==> src/rtl/instr_fetch.sv <==
// ============================================================================
// Module   : instr_fetch
// Purpose  : Single-outstanding instruction fetch unit with branch/jump/flush
//            redirect and a registered instruction holding stage.
// Revision : 1.0
// ============================================================================
`default_nettype none

module instr_fetch #(
    parameter logic [31:0] RESET_PC = 32'h0000_0000
) (
    input  logic        clk,
    input  logic        rst_n,
    output logic        imem_req,
    output logic [31:0] imem_addr,
    input  logic        imem_rvalid,
    input  logic [31:0] imem_rdata,
    input  logic        stall,
    input  logic        branch_taken,
    input  logic [15:0] branch_offset,
    input  logic        jump,
    input  logic [25:0] jump_target,
    input  logic        flush,
    input  logic [31:0] flush_pc,
    output logic [31:0] instr,
    output logic        instr_valid,
    output logic [5:0]  op,
    output logic [5:0]  funct,
    output logic [31:0] pc_out,
    output logic [31:0] pc_plus4,
    output logic        protocol_err
);

    typedef enum logic [1:0] {
        FETCH = 2'd0,
        WAIT  = 2'd1,
        HOLD  = 2'd2,
        DROP  = 2'd3
    } state_t;

    state_t      state_q, state_d;
    logic [31:0] pc_q, pc_d;
    logic [31:0] instr_q, instr_d;
    logic [31:0] pc_out_q, pc_out_d;
    logic        instr_valid_q, instr_valid_d;
    logic        perr_q, perr_d;
    logic        started_q, started_d;

    logic [31:0] w_pc_plus4;
    logic [31:0] w_branch_off;
    logic [31:0] w_next_pc;

    always_ff @(posedge clk or negedge rst_n) begin
        if (!rst_n) begin
            state_q       <= FETCH;
            pc_q          <= RESET_PC;
            instr_q       <= 32'h0;
            pc_out_q      <= 32'h0;
            instr_valid_q <= 1'b0;
            perr_q        <= 1'b0;
            started_q     <= 1'b0;
        end else begin
            state_q       <= state_d;
            pc_q          <= pc_d;
            instr_q       <= instr_d;
            pc_out_q      <= pc_out_d;
            instr_valid_q <= instr_valid_d;
            perr_q        <= perr_d;
            started_q     <= started_d;
        end
    end

    assign w_pc_plus4   = pc_out_q + 32'd4;
    assign w_branch_off = {{14{branch_offset[15]}}, branch_offset, 2'b00};

    always_comb begin
        w_next_pc = w_pc_plus4;
        if (jump) begin
            w_next_pc = {w_pc_plus4[31:28], jump_target, 2'b00};
        end else if (branch_taken) begin
            w_next_pc = w_pc_plus4 + w_branch_off;
        end
    end

    always_comb begin
        state_d       = state_q;
        pc_d          = pc_q;
        instr_d       = instr_q;
        pc_out_d      = pc_out_q;
        instr_valid_d = instr_valid_q;
        perr_d        = perr_q;
        started_d     = 1'b1;

        case (state_q)
            FETCH: begin
                if (imem_rvalid) begin
                    perr_d = 1'b1;
                end
                // The first cycle out of reset issues no request, so nothing is outstanding.
                if (started_q) begin
                    if (flush) begin
                        pc_d    = flush_pc;
                        state_d = DROP;
                    end else begin
                        state_d = WAIT;
                    end
                end else if (flush) begin
                    pc_d = flush_pc;
                end
            end
            WAIT: begin
                if (flush) begin
                    pc_d    = flush_pc;
                    state_d = imem_rvalid ? FETCH : DROP;
                end else if (imem_rvalid) begin
                    instr_d       = imem_rdata;
                    pc_out_d      = pc_q;
                    instr_valid_d = 1'b1;
                    state_d       = HOLD;
                end
            end
            HOLD: begin
                if (imem_rvalid) begin
                    perr_d = 1'b1;
                end
                if (flush) begin
                    pc_d          = flush_pc;
                    instr_valid_d = 1'b0;
                    state_d       = FETCH;
                end else if (!stall) begin
                    pc_d          = w_next_pc;
                    instr_valid_d = 1'b0;
                    state_d       = FETCH;
                end
            end
            DROP: begin
                if (flush) begin
                    pc_d = flush_pc;
                end
                if (imem_rvalid) begin
                    state_d = FETCH;
                end
            end
            default: begin
                state_d = FETCH;
            end
        endcase
    end

    assign imem_req     = started_q && (state_q == FETCH);
    assign imem_addr    = pc_q;
    assign instr        = instr_q;
    assign instr_valid  = instr_valid_q;
    assign op           = instr_q[31:26];
    assign funct        = instr_q[5:0];
    assign pc_out       = pc_out_q;
    assign pc_plus4     = w_pc_plus4;
    assign protocol_err = perr_q;

endmodule

`default_nettype wire
==> config.mk <==
export PLATFORM = sky130hd
export DESIGN_NAME = instr_fetch
export DESIGN_NICKNAME = d
export VERILOG_FILES = /design/src/rtl/instr_fetch.sv
export SDC_FILE = /design/constraint.sdc
export NUM_CORES = 1
export LEC_CHECK = 0
export CAP_MARGIN = 20
export CELL_PAD_IN_SITES_DETAIL_PLACEMENT = 1
export CELL_PAD_IN_SITES_GLOBAL_PLACEMENT = 2
export CORE_AREA = 2 2 189 135
export DETAILED_ROUTE_END_ITERATION = 10
export DIE_AREA = 0 0 191 137
export GPL_TIMING_DRIVEN = 0
export PLACE_DENSITY_LB_ADDON = 0.1
export SLEW_MARGIN = 0
export SYNTH_ARGS = -nofsm -noshare
export SYNTH_HDL_FRONTEND = slang
export SYNTH_SLANG_ARGS = --single-unit
==> constraint.sdc <==
create_clock -name clk -period 5.16 [get_ports clk]
set_clock_uncertainty 0.05 [all_clocks]
set_input_delay 0.516 -clock clk [delete_from_list [all_inputs] [get_ports clk]]
set_output_delay 0.516 -clock clk [all_outputs]
set_load 0.01 [all_outputs]
==> flow_metrics.py <==
metrics = {
    "global_route": {
        "first_global_vias": 6702,
        "grt_pass1_wl_mm": 43.7,
        "grt_max_degree": 54,
        "grt_antenna_before_repair": 2,
        "grt-ovfl-total": 0,
        "grt.total_usage": 0.227,
    },
    "clock_network": {
        "cts_made_buffers": 9,
        "cts_num_sinks": 101,
        "cts_setup_buffers": 0,
        "clockBufferDepth": 2,
        "cts_resized": 0,
        "clk_transition_reported_paths_ns": 0.09,
        "cts_hold_buffers": 0,
        "htreeDepth": 3,
        "root_buffer": "clkbuf_16",
        "clock_latency_ns": 0.38,
        "cts_tree": "yes",
    },
    "timing": {
        "drv_slew": 0,
        "setup_viol": 0,
        "tightest_slew_ns": 1.06,
        "min_period_over_period": 0.888,
        "worst_slack_ns": 0.577,
        "fmax_mhz": 218,
        "rsz0062_at_grt": "no",
        "hold_violations": 0,
        "maxSlewHeadroom": 0.292,
        "fin_crit_ns": 4.58,
        "hold-worst-slack_ns": 0.0232,
    },
    "yosys": {
        "syn_inst": 695,
        "yosys_warnings": 0,
        "async_flop_share": 1.00,
        "synth_fp_nets": 845,
        "synth-seq-cells": 101,
        "ys_seq_area_frac": 0.375,
        "syn-cell-area_mm2": 0.00675,
        "synth_edf_count": 0,
        "synth.distinct_cells": 71,
        "synthFlopType": "dfrtp_1",
        "syn_area_per_cell_um2": 9.71,
    },
    "placed_design": {
        "dp.cells": 1273,
        "dp_slack_ns": 0.655,
        "place_congestion": 0.851,
        "port_buffers": 252,
        "dp_hpwl_mm": 23.1,
    },
    "critical_path": {
        "worst-setup-path-type": "flip-flop to flip-flop",
        "worstPathMaxFanout": 8,
        "cp.required_ns": 5.34,
        "worst_setup_path_end_kind": "flip-flop",
        "cp-start-kind": "flip-flop",
        "startpoint": "pc_out[2]",
        "regToRegStartpoint": "pc_out[2]",
        "reg2regPathDepth": 17,
        "critPathArrivalTime_ns": 4.77,
        "rrSetupSlack_ns": 0.58,
        "reg2reg_to": "imem_addr[29]",
        "crit_end": "imem_addr[29]",
    },
    "power_and_ir_drop": {
        "vdd_drop_max_uv": 325,
        "power_density_mw_per_mm2": 581,
        "leakagePower_nw": 4.08,
    },
    "floorplan": {
        "die_h_um": 137,
        "initial_core_util": 0.277,
        "core_area_mm2": 0.0243,
        "placementRows": 48,
        "fp.dieW_um": 191,
        "io_pins": 256,
        "die-area_mm2": 0.0262,
    },
    "route": {
        "drt_pre_antenna_iters": 4,
        "viasPerCell": 5.03,
        "dr_wl_met3_mm": 1.66,
        "drcViolationCount": 0,
        "top_layer_used": "met4",
        "drtIter0Drc": 321,
        "dr_total_vias": 6491,
        "ant_nets": 0,
        "wl_met2_mm": 12.4,
        "post_drt_wl_per_cell_um": 22.8,
        "wl_met1_mm": 15.1,
        "routed_wl_mm": 29.4,
    },
    "final_layout": {
        "layout.cells.non_filler": 1290,
        "drive_gt1_frac": 0.130,
        "post-route-util": 0.412,
        "fin_nets": 1109,
        "area_growth_pct": 48.6,
    },
    "hold_path": {
        "hold_class": "input port to async pin",
    },
    "status": {
        "status": "completed",
    },
    "run": {
        "max_cap_violations": 0,
    },
}
Yosys cell counts (3+ instances only):
cell	number	area, µm²
dfrtp_1	101	2530
nand2b_1	4	25.0
inv_1	18	67.6
a2111o_1	3	33.8
a21o_1	11	82.6
nor2_1	40	150
buf_2	3	15.0
o21a_1	3	22.5
nand4_2	3	37.5
and4_1	3	26.3
o31ai_1	3	22.5
nor3_1	4	20.0
and3_1	9	56.3
xnor2_1	28	245
clkbuf_1	26	97.6
o2111ai_1	3	26.3
xor2_1	17	149
ha_1	36	450
mux2_2	62	698
a21oi_1	49	245
and2_1	3	18.8
a31o_2	4	35.0
o21ai_0	51	255
mux2i_1	6	60.1
o211ai_1	8	60.1
buf_1	3	11.3
o221a_2	3	33.8
a211oi_1	9	67.6
a22oi_1	24	180
o22ai_1	7	43.8
or3_1	5	31.3
a31oi_1	4	25.0
nand2_1	52	195
buf_4	14	105
o21bai_1	4	30.0
o21ai_1	4	20.0
nand3_1	19	95.1
nand4_1	8	50.1
cell families after synthesis:
family,synth area share
adder cells (fa/ha/maj),0.0697
AND/OR/NAND/NOR,0.114
XOR/XNOR,0.0584
multiplexers,0.112
buffers and inverters,0.0447
AO/OA/AOI/OAI,0.225
other,0.000556
flip-flops,0.375
how the worst min path moves through the flow:
| stage | to | slack (ns) | cells after the start |
|---|---|---|---|
| 3_5_place_dp | protocol_err | 0.40 | 1 |
| 2_1_floorplan | imem_addr[0] | 0.17 | 0 |
| 6_report | pc_out[7] | 0.02 | 1 |
| 3_3_place_gp | protocol_err | 0.39 | 1 |
| 5_1_grt | pc_out[7] | 0.06 | 1 |
| 4_1_cts | pc_out[7] | 0.05 | 1 |
report_power, final:
part           internal [mW]  switching (mW)
registers               1.11           0.353
logic                   1.84            1.78
clock network          0.349           0.385
total                   3.30            2.52
sequential cells by signal, summed over array words and instances, names as in the netlist:
signal	count
imem_addr	32
instr	32
instr_valid	1
pc_out	32
protocol_err	1
started_q	1
state_q	2
worst max-delay path: stages, from the launching register on:
cell,delay (ns)
dfrtp_1,0.46
ha_1,0.25
nand2_1,0.08
nor2_1,0.52
nand4_2,0.27
nor3_1,0.24
xor2_1,0.44
ha_1,0.32
clkbuf_1,0.21
a21oi_1,0.19
o21bai_1,0.10
a21o_1,0.18
a21o_1,0.17
a21oi_1,0.17
o22ai_1,0.12
a2111o_1,0.41
a21oi_1,0.17
o31ai_1,0.08
cell usage in the layout, fill, tap and decap left out, types with 9 or more instances in the layout:
cell             count
a22oi_1             24
nand3_1             19
mux2_2              62
inv_1               18
and3_1               9
clkbuf_16            9
nand2_1             52
xnor2_1             28
a211oi_1             9
a21oi_1             49
nor2_1              40
o21ai_0             51
a21o_1              11
xor2_1              17
clkdlybuf4s50_1    251
clkbuf_1            26
ha_1                36
dfrtp_1            101
buf_4               14
routing by layer:
layer	GRT usage	vias to the layer above
met5	0	-
met4	0.0426	0
met3	0.0579	15
met2	0.322	149
met1	0.344	3243
li1	-	3084
area by class of cell:
cell class                      instances  area (µm²)
Antenna cell                            1        2.50
Clock buffer                            9         225
Fill cell                            2753       14300
Tap cell                              325         407
Buffer                                 47         234
Timing Repair Buffer                  253        2550
Multi-Input combinational cell        529        3920
Inverter                               18        67.6
Sequential cell                       101        2530
Clock inverter                          7        92.6
metrics by stage:
step | TNS (ns) | power [mW] | instance area [µm²]
after floorplan | 0 | 3.31 | 6750
after global placement | -95.99 | 5.07 | 9670
after detailed placement | 0 | 5.09 | 9700
after CTS | 0 | 5.86 | 10000
after global routing | 0 | 6.23 | 10000
final | 0 | 5.82 | 10000
No activity file was read; power rests on OpenSTA's default activity.
